`src/rtl/ecc_ram_secded.sv`:
```
// ecc_ram_secded -- word RAM protected by an extended Hamming SECDED code.
//
// Each word is stored as a CW-bit codeword: bit 0 holds even overall parity,
// check bits sit at positions 1,2,4,..., and data bits fill the remaining
// positions in ascending order, data LSB first. Reads correct single-bit
// errors, write the corrected word back, and flag double-bit errors.
//
// Ports:
//   clk, rst           sole clock (rising edge); synchronous active-high reset
//   req_valid/ready    request handshake; ready only in IDLE and not in reset
//   req_we             1 = write, 0 = read
//   req_addr/wdata     word address / write data
//   inj_mask           XORed into the codeword on write (error injection)
//   rsp_valid          one-cycle read response strobe, two cycles after accept
//   rsp_rdata          read data (corrected when correctable, raw on DBE)
//   rsp_sbe/rsp_dbe    corrected-single / detected-double flags
//   sbe_count/dbe_count saturating 16-bit error counters
//
// Optional feature: define ECC_RAM_SCRUB_EN to build the background scrubber,
// which reads and repairs one word after SCRUB_IDLE idle cycles.
//
// state     | meaning
// ST_IDLE   | accepting requests; writes complete here
// ST_RD     | host read codeword registered, decode and respond
// ST_WB     | write corrected codeword back after a host SBE
// ST_SCR_RD | scrub read codeword registered, decode and count
// ST_SCR_WB | write corrected codeword back after a scrub SBE
module ecc_ram_secded #(
  parameter int DATA_WIDTH = 8,
  parameter int ADDR_WIDTH = 4,
  parameter int SCRUB_IDLE = 16,
  // smallest r with 2**r >= DATA_WIDTH + r + 1, for the legal 4..64 range
  localparam int R  = (DATA_WIDTH <= 4)  ? 3 :
                      (DATA_WIDTH <= 11) ? 4 :
                      (DATA_WIDTH <= 26) ? 5 :
                      (DATA_WIDTH <= 57) ? 6 : 7,
  localparam int CW = DATA_WIDTH + R + 1
) (
  input  logic                  clk,
  input  logic                  rst,
  input  logic                  req_valid,
  output logic                  req_ready,
  input  logic                  req_we,
  input  logic [ADDR_WIDTH-1:0] req_addr,
  input  logic [DATA_WIDTH-1:0] req_wdata,
  input  logic [CW-1:0]         inj_mask,
  output logic                  rsp_valid,
  output logic [DATA_WIDTH-1:0] rsp_rdata,
  output logic                  rsp_sbe,
  output logic                  rsp_dbe,
  output logic [15:0]           sbe_count,
  output logic [15:0]           dbe_count
);

  localparam int DEPTH = 1 << ADDR_WIDTH;

  // Out-of-range configurations elaborate this empty marker block.
  if (DATA_WIDTH < 4 || DATA_WIDTH > 64 || SCRUB_IDLE < 1) begin : g_param_range_violated
  end

  typedef enum logic [2:0] {ST_IDLE, ST_RD, ST_WB, ST_SCR_RD, ST_SCR_WB} state_e;

  function automatic logic [CW-1:0] encode(input logic [DATA_WIDTH-1:0] d);
    logic [CW-1:0] cw;
    int di;
    cw = '0;
    di = 0;
    for (int p = 1; p < CW; p++) begin
      if ((p & (p - 1)) != 0) begin
        cw[p] = d[di];
        di++;
      end
    end
    for (int k = 0; k < R; k++) begin
      for (int p = 3; p < CW; p++) begin
        if (((p >> k) & 1) != 0 && (p & (p - 1)) != 0) cw[1 << k] = cw[1 << k] ^ cw[p];
      end
    end
    cw[0] = ^cw[CW-1:1];
    return cw;
  endfunction

  function automatic logic [DATA_WIDTH-1:0] extract(input logic [CW-1:0] cw);
    logic [DATA_WIDTH-1:0] d;
    int di;
    d  = '0;
    di = 0;
    for (int p = 3; p < CW; p++) begin
      if ((p & (p - 1)) != 0) begin
        d[di] = cw[p];
        di++;
      end
    end
    return d;
  endfunction

  logic [CW-1:0]         mem_q [DEPTH];
  state_e                state_q;
  logic [CW-1:0]         cw_q;
  logic [CW-1:0]         corr_q;
  logic [ADDR_WIDTH-1:0] addr_q;
  logic                  rsp_valid_q, rsp_sbe_q, rsp_dbe_q;
  logic [DATA_WIDTH-1:0] rsp_rdata_q;
  logic [15:0]           sbe_cnt_q, dbe_cnt_q;

`ifdef ECC_RAM_SCRUB_EN
  localparam int IW = $clog2(SCRUB_IDLE + 1);
  localparam logic [IW-1:0] IDLE_TC = IW'(SCRUB_IDLE - 1);
  logic [IW-1:0]         idle_cnt_q;
  logic [ADDR_WIDTH-1:0] scrub_addr_q;
`endif

  logic [R-1:0]          syn;
  logic                  perr, dec_sbe, dec_dbe;
  logic [CW-1:0]         dec_cw;
  logic [DATA_WIDTH-1:0] dec_data;

  // Syndrome is the XOR of the positions of all set bits; a single flip at
  // position p leaves syndrome p with the overall parity broken.
  always_comb begin
    syn = '0;
    for (int p = 1; p < CW; p++) begin
      if (cw_q[p]) syn = syn ^ R'(p);
    end
    perr    = ^cw_q;
    dec_sbe = perr && (32'(syn) < CW);
    dec_dbe = (perr || syn != '0) && !dec_sbe;
    dec_cw  = cw_q;
    if (dec_sbe) dec_cw[syn] = ~cw_q[syn];
    // on DBE dec_cw equals the raw word, so rdata is the raw data bits
    dec_data = extract(dec_cw);
  end

  always_ff @(posedge clk) begin
    if (rst) begin
      state_q     <= ST_IDLE;
      rsp_valid_q <= 1'b0;
      rsp_rdata_q <= '0;
      rsp_sbe_q   <= 1'b0;
      rsp_dbe_q   <= 1'b0;
      sbe_cnt_q   <= '0;
      dbe_cnt_q   <= '0;
`ifdef ECC_RAM_SCRUB_EN
      idle_cnt_q   <= '0;
      scrub_addr_q <= '0;
`endif
    end else begin
      rsp_valid_q <= 1'b0;
      rsp_sbe_q   <= 1'b0;
      rsp_dbe_q   <= 1'b0;
      if (state_q == ST_RD || state_q == ST_SCR_RD) begin
        if (dec_sbe && sbe_cnt_q != 16'hFFFF) sbe_cnt_q <= sbe_cnt_q + 16'd1;
        if (dec_dbe && dbe_cnt_q != 16'hFFFF) dbe_cnt_q <= dbe_cnt_q + 16'd1;
      end
      case (state_q)
        ST_IDLE: begin
          if (req_valid) begin
`ifdef ECC_RAM_SCRUB_EN
            idle_cnt_q <= '0;
`endif
            if (!req_we) begin
              addr_q  <= req_addr;
              cw_q    <= mem_q[req_addr];
              state_q <= ST_RD;
            end
          end
`ifdef ECC_RAM_SCRUB_EN
          else if (idle_cnt_q == IDLE_TC) begin
            idle_cnt_q <= '0;
            addr_q     <= scrub_addr_q;
            cw_q       <= mem_q[scrub_addr_q];
            state_q    <= ST_SCR_RD;
          end else begin
            idle_cnt_q <= idle_cnt_q + 1'b1;
          end
`endif
        end
        ST_RD: begin
          rsp_valid_q <= 1'b1;
          rsp_rdata_q <= dec_data;
          rsp_sbe_q   <= dec_sbe;
          rsp_dbe_q   <= dec_dbe;
          if (dec_sbe) begin
            corr_q  <= dec_cw;
            state_q <= ST_WB;
          end else begin
            state_q <= ST_IDLE;
          end
        end
        ST_WB: state_q <= ST_IDLE;
`ifdef ECC_RAM_SCRUB_EN
        ST_SCR_RD: begin
          scrub_addr_q <= scrub_addr_q + 1'b1;
          if (dec_sbe) begin
            corr_q  <= dec_cw;
            state_q <= ST_SCR_WB;
          end else begin
            state_q <= ST_IDLE;
          end
        end
        ST_SCR_WB: state_q <= ST_IDLE;
`endif
        default: state_q <= ST_IDLE;
      endcase
    end
  end

  // Storage is never cleared by reset; reset only blocks writes at its edge.
  always_ff @(posedge clk) begin
    if (!rst) begin
      if (state_q == ST_IDLE && req_valid && req_we)
        mem_q[req_addr] <= encode(req_wdata) ^ inj_mask;
      else if (state_q == ST_WB || state_q == ST_SCR_WB)
        mem_q[addr_q] <= corr_q;
    end
  end

  assign req_ready = (state_q == ST_IDLE) && !rst;
  assign rsp_valid = rsp_valid_q;
  assign rsp_rdata = rsp_rdata_q;
  assign rsp_sbe   = rsp_sbe_q;
  assign rsp_dbe   = rsp_dbe_q;
  assign sbe_count = sbe_cnt_q;
  assign dbe_count = dbe_cnt_q;

endmodule

```
`config.mk`:
```
export PLATFORM = sky130hd
export DESIGN_NAME = ecc_ram_secded
export DESIGN_NICKNAME = d
export VERILOG_FILES = /design/src/rtl/ecc_ram_secded.sv
export SDC_FILE = /design/constraint.sdc
export NUM_CORES = 1
export LEC_CHECK = 0
export CORE_MARGIN = 5
export CORE_UTILIZATION = 27
export CTS_CLUSTER_SIZE = 14
export DETAILED_ROUTE_END_ITERATION = 8
export HOLD_SLACK_MARGIN = 0.02
export PLACE_DENSITY_LB_ADDON = 0.08
export SKIP_LAST_GASP = 1
export SYNTH_ARGS = -nofsm -noshare
export SYNTH_HDL_FRONTEND = slang
export SYNTH_SLANG_ARGS = --single-unit
```
`constraint.sdc`:
```
create_clock -name clk -period 3.7 [get_ports clk]
set_input_delay 0.555 -clock clk [delete_from_list [all_inputs] [get_ports clk]]
set_output_delay 0.555 -clock clk [all_outputs]
set_load 0.1 [all_outputs]
```
==> results_dict.tcl, run 1 <==
set metrics [dict create \
    mostFrequentLayoutCells "edfxtp_1 (238), clkdlybuf4s50_1 (68), mux4_2 (65)" \
    synthArstFlopShare_pct 0 \
    synth_area_leader_cell "edfxtp_1" \
    fp.dieW_um 223 \
    cp-start-kind "flip-flop" \
    synth.top_cell.area_share_pct 58.5 \
    grt_max_degree 58 \
    synth_edf_count 238 \
    path_class "reg2reg" \
    grt_pass1_wl_mm 50.3 \
    power.density_nw_per_um2 516 \
    drv_cap 0 \
    rsz0062_at_grt "no" \
    placementRows 78 \
    dieArea_um2 49600 \
    drt_iter0_drc 555 \
    power_frac_comb_pct 10.4 \
    grt.overflow.total 0 \
    syn_inst 771 \
    setup_viol 0 \
    arrival_ps 3140 \
    timing.slew.headroom_pct 19.1 \
    dpl.hpwl_mm 22.7 \
    clockBufferDepth 3 \
    worstPathRequired_ps 3830 \
    cts_resized 0 \
    max_freq_mhz 333 \
    grtUsageMet1_pct 18.4 \
    cts_max_level 2 \
    finalInstanceArea_um2 14900 \
    crit_buf_inv 0 \
    holdCritPathClass "in2reg" \
    core_area_um2 45100 \
    cts_made_buffers 34 \
    fill_cells 4406 \
    skew_ps 25.2 \
    via_per_inst 4.81 \
    cts_sinks 283 \
    crit_family "simple AND/OR/NAND/NOR gates" \
    placed_area_um2 13800 \
    met2_usage_pct 22.2 \
    hold_buffers 0 \
    ir_worst_vdd_v 0.000230 \
    antenna_found_initial 0 \
    cts_tree "done" \
    min_period_ps 3010 \
    ys_seq_area_share_pct 65.9 \
    p_sw_uw 1840 \
    initial_utilization_pct 27.1 \
    crit_slowest_cell "nor3_2" \
    grt_pass1_vias 7523 \
    syn_to_final_growth_pct 22.3 \
    syn_nets 802 \
    grt_usage_pct 13.4 \
    use_met3_pct 2.39 \
    path_max_fanout 13 \
    outcome "complete, no violations" \
    ioPinCount 73 \
    first_pass_iters 5 \
    finalHoldViolCount 0 \
    cts_setup_buffers 0 \
    tns_ps 0 \
    synthFlopType "edfxtp_1" \
    layout_commonest_cell "edfxtp_1" \
    cts_root_buffer "clkbuf_16" \
    wl_per_cell_um 22.4 \
    routed_wl_mm 33.6 \
    swShare_pct 23.9 \
    power.internal_uw 5870 \
    layout-drive-gt1-share_pct 20.0 \
    syn_avg_cell_area_um2 15.8 \
    synth.top_cells.by_area "edfxtp_1 (59%), mux4_2 (12%), dfxtp_1 (7.4%)" \
    n_antenna_cell 0 \
    clk_pin_slew_worst_paths_ps 60 \
    cp-end-kind "flip-flop" \
    critPathMaxStageDelay_ps 730 \
    vias 7230 \
    synth.yosys.warnings 0 \
    gp_congestion 0.812 \
    io_buffers 72 \
    crit_chain "xnor2_2 > xor2_2 > nand3_1 > a21o_1 > o211a_2 > nor3_2" \
    finalCritPeriodShare_pct 81.3 \
    seq_power_share_pct 47.1 \
    die_y_um 223 \
    clk_latency_ps 530 \
    synth.cell_area_um2 12200 \
    ys_ff_latch 283 \
    drcViolationCount 0 \
    p_leak_uw 0.00468 \
    grt-busiest-layer "met2" \
    slew_viol_final 0 \
    ys_types 53 \
    antenna_left 0 \
    worst_pin_slew_ps 1210 \
    p_clk_share_pct 42.5 \
    nets 909 \
]
## per-stage QoR
stage	power [uW]	worst slack (ps)	hold slack, ps	utilization, %	std cells
2_1_floorplan	4200	335	588	-	771
3_3_place_gp	4490	691	464	30.7	1441
3_5_place_dp	4510	540	456	30.7	1441
4_1_cts	7830	643	443	33.1	1502
5_1_grt	8010	477	467	33.1	1503
6_report	7700	693	451	33.1	1503
## cell usage after synthesis (all sizes together), types with 2 or more instances
cell type	count
mux2i	3
xor2	10
mux2	11
nand3	15
o211ai	2
and2	4
a21oi	47
o31ai	24
nor4	3
nor2b	5
buf	14
a31oi	8
ha	2
nor3b	8
nor3	14
nand2	51
and3	5
mux4	65
o21ai	24
edfxtp	238
and4	3
dfxtp	45
inv	9
a211oi	3
xnor3	6
xnor2	40
o41ai	2
nand4	6
or3	5
nor2	33
clkbuf	30
or4	23
and3b	2
## layer usage
layer  share of wire, %  vias to the layer above
li1                   -                     3285
met1                 46                     3738
met2                 48                      160
met3                4.0                       47
met4                2.0                        0
met5                  0                        -
## path summary, 6_finish.rpt
kind,endpoint,slack (ps),startpoint,cells past startpoint
hold reg to reg,rsp_rdata[7],460,rsp_rdata[7],2
hold / removal,sbe_count[1],450,rst,2
setup reg to reg,corr_q[10],690,cw_q[3],6
setup / recovery,corr_q[10],690,cw_q[3],6
## layout make-up
cell class	instances	area [um2]	share of cell area (%)
Multi-Input combinational cell	435	3970	26.5
Clock inverter	18	201	1.35
Timing Repair Buffer	115	1050	7.05
Sequential cell	283	8050	53.9
Inverter	9	33.8	0.226
Tap cell	600	751	5.03
Clock buffer	43	885	5.92
## power by group through the flow
stage	logic, uW	registers [uW]	clock network (uW)
after floorplan	469	3730	0
after global routing	872	3630	3520
after global placement	800	3690	0
final	804	3630	3280
after detailed placement	812	3690	0
after CTS	816	3630	3390
## worst reg2reg max path, delay by kind of cell, from the launching register on
kind | cells | cell delay, ps
simple gates | 2 | 950
compound gates | 2 | 420
flops | 1 | 490
xor+xnor | 2 | 740
## logic make-up after synthesis
logic type / count (synthesis) / synth area share, %
adders and majority gates: 3 / 0.287
AOI/OAI and AO/OA: 117 / 5.77
xor gates and xnor gates: 57 / 5.41
and+or+nand+nor: 179 / 7.63
muxes: 79 / 13.2
buffers and inverters: 53 / 1.75
DFF: 283 / 65.9
## sequential cells by signal (all words and copies together) (netlist names)
signal	cells
dbe_count	16
corr_q	13
rsp_sbe	1
mem_q	208
addr_q	4
rsp_rdata	8
state_q	2
rsp_valid	1
cw_q	13
rsp_dbe	1
sbe_count	16
(Power assumes the default switching activity.)
==> inputs of run 2 (changes only) <==
Clock period 3.7 ns to 2.7 ns, I/O delays scaled along.
==> run 2 against run 1 <==
Against the previous run: non-clock buffer count grew 45; clock-buffer cell count shrank 5; core utilization grew 1.3 points; clock skew shrank 2.3 ps.
==> results_dict.tcl, run 2 (synthesis gave the netlist of run 1 again) <==
set metrics [dict create \
    rrSetupSlack_ps 30 \
    power_frac_comb_pct 11.0 \
    hold_buffers 0 \
    clk_pin_slew_worst_paths_ps 70 \
    clockBufferDepth 3 \
    finalHoldViolCount 0 \
    r2r-start "cw_q[7]" \
    n_antenna_cell 0 \
    reg2reg_depth 7 \
    drt_iter0_drc 579 \
    dp_worst_setup_slack_ps -289 \
    cts_max_level 2 \
    p_sw_uw 2600 \
    p_leak_uw 0.00512 \
    antenna_found_initial 0 \
    antenna_left 0 \
    syn_to_final_growth_pct 27.0 \
    drv_cap 0 \
    mostFrequentLayoutCells "edfxtp_1 (238), buf_4 (117), mux4_2 (65)" \
    holdCritPathClass "in2reg" \
    routed_wl_mm 33.5 \
    gp_congestion 0.798 \
    layout_commonest_cell "edfxtp_1" \
    outcome "complete, no violations" \
    grt_pass1_vias 7582 \
    reg2reg_to "sbe_count[7]" \
    timing.slew.headroom_pct 57.0 \
    setup_viol 0 \
    largest_reg_flops 208 \
    cts_made_buffers 35 \
    cts_root_buffer "clkbuf_16" \
    timing.hold.ws_ps 457 \
    min-delay-start "req_addr[0]" \
    top_register "mem_q" \
    holdPathEnd "addr_q[0]" \
    worst_pin_slew_ps 642 \
    placementRows 78 \
    finalCritPeriodShare_pct 98.8 \
    ir_worst_vdd_v 0.000336 \
    path_max_fanout 31 \
    clk_latency_ps 540 \
    power.internal_uw 8260 \
    fin_cells 1548 \
    power.density_nw_per_um2 701 \
    first_pass_iters 5 \
    dp_cells 1482 \
    vias 7410 \
    cts_sinks 283 \
    final_core_util_pct 34.4 \
    grt_usage_pct 13.4 \
    grt_max_degree 58 \
    cts_tree "done" \
    arrival_ps 3120 \
    worstPathRequired_ps 3150 \
    drcViolationCount 0 \
    cp-end-kind "flip-flop" \
    swShare_pct 23.9 \
    ioPinCount 73 \
    wl_per_cell_um 21.6 \
    max_freq_mhz 375 \
    grt_pass1_wl_mm 50.1 \
    dpl.hpwl_mm 22.7 \
    nets 955 \
    skew_ps 22.9 \
    grt.overflow.total 0 \
    dieArea_um2 49600 \
    cp-start-kind "flip-flop" \
    rsz0062_at_grt "yes" \
    layout-drive-gt1-share_pct 31.9 \
    p_clk_share_pct 43.3 \
    core_area_um2 45100 \
    worst_slack_ps 32.6 \
    die_y_um 223 \
    via_per_inst 4.79 \
    slew_viol_final 0 \
    min_period_ps 2670 \
    seq_power_share_pct 45.7 \
    fp.dieW_um 223 \
    path_class "reg2reg" \
    initial_utilization_pct 27.1 \
    min_path_cells 2 \
    io_buffers 72 \
]
-- run 2: changes by cell type in the layout (fill, tap and decap cells not counted), sizes merged --
cell           delta
clkbuf            -5
clkdlybuf4s50    -43
inv               +2
bufinv            +1
buf              +88
clkinvlp          +2
-- run 2: worst max path at each step --
stage	start	endpoint	slack, ps	cells after the start
6_report	cw_q[7]	sbe_count[7]	30	7
3_5_place_dp	cw_q[10]	rsp_rdata[4]	-290	9
4_1_cts	cw_q[10]	rsp_rdata[4]	-10	8
2_1_floorplan	cw_q[7]	corr_q[0]	-30	8
5_1_grt	cw_q[7]	sbe_count[7]	-90	7
3_3_place_gp	cw_q[10]	rsp_rdata[4]	-330	9
-- run 2: worst max-delay path, cell delays in order (launching register included) --
cell and delay [ps]:
edfxtp_1 520, xnor2_4 350, xnor2_2 230, nor4_1 260
a31oi_1 100, o211a_4 400, or4_1 550, a21oi_1 160
-- run 2: per-layer routing --
layer	up-vias	share of wire (%)	wire length [um]	global-route usage, %
met1	3801	46	15300	18.1
met4	0	2.7	903	4.68
met3	56	4.3	1430	2.59
met2	179	47	15800	21.7
li1	3374	-	-	-
met5	-	0	0	0
-- run 2: area by class of cell --
class | count | area (um2)
timing repair buffer | 160 | 1460
clock buffer | 38 | 887
fill | 4365 | 29600
inverter | 9 | 33.8
tap | 600 | 751
sequential | 283 | 8070
multi-input combinational | 435 | 4050
clock inverter | 23 | 262
-- run 2: power by group through the flow --
stage | sequential, uW | clock, uW | combinational, uW
4_1_cts | 4960 | 4870 | 1200
2_1_floorplan | 5110 | 0 | 654
5_1_grt | 4970 | 5040 | 1300
3_5_place_dp | 5060 | 0 | 1180
3_3_place_gp | 5050 | 0 | 1150
6_report | 4960 | 4710 | 1190
-- run 2: repair_timing --
action                                  in CTS  in global routing
pin swaps                                    0                  4
gates resized for setup                      8                  4
gates cloned                                 0                  0
endpoints found under the setup margin      28                 24
setup buffers                                0                  5
-- run 2: stage by stage --
stage | instance area (um2) | total power [uW] | setup TNS (ps)
5_1_grt | 15500 | 11300 | -735
6_report | 15500 | 10900 | 0
2_1_floorplan | 12300 | 5760 | -381
3_3_place_gp | 14200 | 6210 | -755
3_5_place_dp | 14200 | 6230 | -718
4_1_cts | 15400 | 11000 | -9.52
